$ cat config.mk
export PLATFORM = sky130hd
export DESIGN_NAME = operand_stage
export DESIGN_NICKNAME = d
export VERILOG_FILES = /design/src/rtl/operand_stage.sv
export SDC_FILE = /design/constraint.sdc
export NUM_CORES = 2
export LEC_CHECK = 0
export CORE_MARGIN = 3
export CORE_UTILIZATION = 60
export CTS_BUF_LIST = sky130_fd_sc_hd__clkbuf_4 sky130_fd_sc_hd__clkbuf_8
export DETAILED_ROUTE_END_ITERATION = 8
export PLACE_DENSITY = 0.83
export SLEW_MARGIN = 20
export SYNTH_ARGS = -nofsm -noshare
export SYNTH_HDL_FRONTEND = slang
export SYNTH_SLANG_ARGS = --single-unit
$ cat constraint.sdc
create_clock -name clock -period 3.3 [get_ports clock]
set_input_delay 0.495 -clock clock [delete_from_list [all_inputs] [get_ports clock]]
set_output_delay 0.495 -clock clock [all_outputs]
set_load 0.05 [all_outputs]
$ cat src/rtl/operand_stage.sv
// Decode-to-execute operand stage: register file with write-back bypass,
// immediate extension and a one-deep valid/ready register in front of the ALU.
module operand_stage #(
  parameter int unsigned DATA_W   = 32,
  parameter int unsigned NUM_REGS = 32,
  parameter int unsigned REG_AW   = 5
) (
  input  logic              clock,
  input  logic              reset_n,
  input  logic              in_valid,
  output logic              in_ready,
  input  logic [REG_AW-1:0] rd_reg1,
  input  logic [REG_AW-1:0] rd_reg2,
  input  logic              alu_src,
  input  logic [DATA_W-1:0] imm_raw,
  input  logic [1:0]        imm_kind,
  input  logic [3:0]        opcode_in,
  input  logic              wb_en,
  input  logic [REG_AW-1:0] wb_reg,
  input  logic [DATA_W-1:0] wb_data,
  input  logic              flush,
  output logic              out_valid,
  input  logic              out_ready,
  output logic [DATA_W-1:0] operand1,
  output logic [DATA_W-1:0] operand2,
  output logic [DATA_W-1:0] store_data,
  output logic [DATA_W-1:0] offset_out,
  output logic [3:0]        opcode_out
);

  localparam logic [REG_AW-1:0] ZERO_IDX = REG_AW'(NUM_REGS - 1);

  logic [DATA_W-1:0] regFile [NUM_REGS];
  logic              wbWrite;
  logic [DATA_W-1:0] srcA;
  logic [DATA_W-1:0] srcB;
  logic [DATA_W-1:0] immExt;
  logic              capture;
  logic              unusedImmHigh;

  logic              outValidQ, outValidD;
  logic [DATA_W-1:0] op1Q, op1D;
  logic [DATA_W-1:0] op2Q, op2D;
  logic [DATA_W-1:0] storeQ, storeD;
  logic [DATA_W-1:0] offsetQ, offsetD;
  logic [3:0]        opcodeQ, opcodeD;
  logic [REG_AW-1:0] idx1Q, idx1D;
  logic [REG_AW-1:0] idx2Q, idx2D;
  logic              aluSrcQ, aluSrcD;

  assign wbWrite       = wb_en && (wb_reg != ZERO_IDX);
  assign unusedImmHigh = ^imm_raw[DATA_W-1:26];

  // Architectural register file; the zero register is never written.
  always_ff @(posedge clock or negedge reset_n) begin
    if (!reset_n) begin
      for (int i = 0; i < int'(NUM_REGS); i++) begin
        regFile[i] <= '0;
      end
    end else if (wbWrite) begin
      regFile[wb_reg] <= wb_data;
    end
  end

  // Source reads with same-cycle write-back bypass.
  always_comb begin
    srcA = regFile[rd_reg1];
    srcB = regFile[rd_reg2];
    if (rd_reg1 == ZERO_IDX) begin
      srcA = '0;
    end else if (wbWrite && (wb_reg == rd_reg1)) begin
      srcA = wb_data;
    end
    if (rd_reg2 == ZERO_IDX) begin
      srcB = '0;
    end else if (wbWrite && (wb_reg == rd_reg2)) begin
      srcB = wb_data;
    end
  end

  always_comb begin
    immExt = '0;
    case (imm_kind)
      2'b00:   immExt = {{(DATA_W-12){1'b0}}, imm_raw[11:0]};
      2'b01:   immExt = {{(DATA_W-9){imm_raw[8]}}, imm_raw[8:0]};
      2'b10:   immExt = {{(DATA_W-19){imm_raw[18]}}, imm_raw[18:0]};
      default: immExt = {{(DATA_W-26){imm_raw[25]}}, imm_raw[25:0]};
    endcase
  end

  assign in_ready = !flush && (!outValidQ || out_ready);
  assign capture  = in_valid && in_ready;

  // Pipeline register next state: flush > capture > drain > stall refresh.
  always_comb begin
    outValidD = outValidQ;
    op1D      = op1Q;
    op2D      = op2Q;
    storeD    = storeQ;
    offsetD   = offsetQ;
    opcodeD   = opcodeQ;
    idx1D     = idx1Q;
    idx2D     = idx2Q;
    aluSrcD   = aluSrcQ;
    if (flush) begin
      outValidD = 1'b0;
    end else if (capture) begin
      outValidD = 1'b1;
      op1D      = srcA;
      op2D      = alu_src ? immExt : srcB;
      storeD    = srcB;
      offsetD   = immExt;
      opcodeD   = opcode_in;
      idx1D     = rd_reg1;
      idx2D     = rd_reg2;
      aluSrcD   = alu_src;
    end else if (outValidQ && out_ready) begin
      outValidD = 1'b0;
    end else if (outValidQ) begin
      // Late write-back landing on a stalled instruction's sources.
      if (wbWrite && (wb_reg == idx1Q)) begin
        op1D = wb_data;
      end
      if (wbWrite && (wb_reg == idx2Q)) begin
        storeD = wb_data;
        if (!aluSrcQ) begin
          op2D = wb_data;
        end
      end
    end
  end

  always_ff @(posedge clock or negedge reset_n) begin
    if (!reset_n) begin
      outValidQ <= 1'b0;
      op1Q      <= '0;
      op2Q      <= '0;
      storeQ    <= '0;
      offsetQ   <= '0;
      opcodeQ   <= '0;
      idx1Q     <= '0;
      idx2Q     <= '0;
      aluSrcQ   <= 1'b0;
    end else begin
      outValidQ <= outValidD;
      op1Q      <= op1D;
      op2Q      <= op2D;
      storeQ    <= storeD;
      offsetQ   <= offsetD;
      opcodeQ   <= opcodeD;
      idx1Q     <= idx1D;
      idx2Q     <= idx2D;
      aluSrcQ   <= aluSrcD;
    end
  end

  assign out_valid  = outValidQ;
  assign operand1   = op1Q;
  assign operand2   = op2Q;
  assign store_data = storeQ;
  assign offset_out = offsetQ;
  assign opcode_out = opcodeQ;

endmodule
==> out/metrics.csv <==
metric;value;unit
critical_path_required;2800;ps
cts_buffer_depth;3;
hpwl;125000;um
rows;116;
cp_max_fo;4;
drtIter0Drc;6327;
drc_errors;0;
clock_sinks;1162;
ys_seq_area_frac;0.477;
worstSetupPathType;reg -> out;
drv_cap;0;
dpl.cell_count;5911;
place_ws;116;ps
grt_pass1_vias;46700;
rsz0062_at_grt;false;
synth.top_cell.area_share;0.477;
drv_slew;0;
clk_pin_slew;60;ps
yosysTopAreaCell;dfrtp_1;
synth_nets;4653;
leakagePower;30.5;nW
start_util;0.607;
max_slew_margin;0.244;
layout_worst_path_cycle_share;0.871;
ys_ff_latch;1162;
area_delta_synth_final;14.7;%
avgSynthCellArea;13.4;sq um
setup-violations-final;0;
hold-worst-slack;121;ps
cts_root_buf;clkbuf_8;
first_pass_iters;8;
fin_setup_tns;0;ps
final_nets;4834;
grt_max_degree;98;
fp.dieH;325;um
cts_made_buffers;185;
portBuffers;219;
ir_worst_vdd;0.387;mV
hold_path.class;in -> reg;
die_x;325;um
period_needed;2870;ps
yosys_most_used_dff;dfrtp_1;
hold_viol;0;
async_flop_share;1.00;
netlist_top_cells_area;dfrtp_1, mux2_2, mux4_2, mux2i_1, clkbuf_1;
antenna_found_initial;10;
drive_above_1_share;0.399;
status;complete, no violations;
io_pins;226;
design.die.area;106000;sq um
power.total;42.1;mW
post_cts_resized;0;
totalWireLength;204000;um
synth_edf_count;0;
drt-wirelength-per-cell;32.6;um
crit_arrival;2380;ps
core_region_area;100000;sq um
num_vias;45800;
ys_types;75;
yosysWarnings;0;
syn_area;61000;sq um
setup_ws;426;ps
power_density;601;nW/um^2
ant_nets;0;
yosysMostFrequentCell;dfrtp_1;
worstSkewPairLatency;890;ps
grt.overflow.total;0;
worst_setup_path_start_kind;flip-flop;
finClkSkew;57.3;ps
cts_tree;built;
worst_slew_pin_slew;1130;ps
worstSetupEndpointType;primary output;
max_freq;0.348;GHz
synth_commonest_cells;dfrtp_1, mux2_2, mux4_2;
grt_pass1_wl;302000;um
syn_inst;4561;
h-tree-depth;4;
grtUsageTotal;0.384;
drt-vias-per-instance;7.32;
gp_congestion;0.902;
postCtsSetupRepairBufs;0;
holdBufCountCts;1;
final_cells;6253;
## power breakdown
group / switching [mW] / internal [mW] / leakage (nW) / total [mW]
Sequential: 2.13 / 16.9 / 14.8 / 19.0
Clock: 5.98 / 7.41 / 2.16 / 13.4
Combinational: 4.72 / 4.92 / 13.5 / 9.63
Total: 12.8 / 29.2 / 30.5 / 42.1
## cell usage in the layout (no fill, tap or decap), types with 38 or more instances in the layout
cell and count:
dfrtp_1 1162, mux2_2 869, mux4_2 374, mux2i_1 309
nand2_1 275, clkbuf_8 240, clkdlybuf4s50_1 206, buf_4 204
o21ai_0 189, a21oi_1 125, buf_12 82, a22oi_1 66
clkbuf_4 57, o221ai_1 54, a211oi_1 46, nor2_1 45
a221o_1 44, o22ai_1 43, nand4_1 38, o22a_1 38
## final timing paths
kind                              from            to  slack [ps]  cells after the start
setup / recovery             out_valid      in_ready         430                      3
hold / removal              rd_reg1[1]      idx1Q[1]         120                      3
setup reg to reg             out_valid   operand2[8]         960                      8
hold reg to reg            regFile[14]   regFile[14]         400                      0
max in group asynchronous      reset_n  regFile[985]        1870                      3
min in group asynchronous      reset_n  regFile[205]         260                      2
## metrics by stage
stage	utilization	area, sq um
CTS	0.697	70000
floorplan	-	61000
detailed placement	0.657	65900
finish	0.697	70000
global route	0.697	70000
global placement	0.657	65900
## flip-flops by register name, indices dropped and copies added, names as in the netlist
name and flops:
store_data 32, out_valid 1, idx1Q 5, idx2Q 5, operand1 32, operand2 32, offset_out 26, regFile 1024
aluSrcQ 1, opcode_out 4
## cell type report
| type | instances | area (sq um) |
|---|---|---|
| diodes | 8 | 20.0 |
| clock buffers | 297 | 3730 |
| clock inverters | 36 | 314 |
| fillers | 6406 | 30400 |
| inverters | 15 | 56.3 |
| multi-input cells | 2874 | 29800 |
| flip-flops and latches | 1162 | 29100 |
| well taps | 1357 | 1700 |
| repair buffers | 504 | 5350 |
## cell families after synthesis
kind of cell              after synthesis  synth area share
AOI/OAI and AO/OA                     741            0.0855
xor gates and xnor gates               20           0.00287
buffers and inverters                 525            0.0411
DFF                                  1162             0.477
muxes                                1559             0.350
and+or+nand+nor                       554            0.0435
## worst max-delay path, stage by stage (launching register included)
cell and delay [ps]:
dfrtp_1 430, nor2b_1 190, nor2_1 90, clkdlybuf4s50_1 810
## routing by layer
layer	track usage	routed length, um	vias to the layer above
met5	0	13	-
met4	0.240	14600	2
met2	0.557	88300	3745
li1	-	-	17800
met1	0.485	71200	23300
met3	0.149	29400	964
Note: power is estimated with default switching activity, not from simulation.
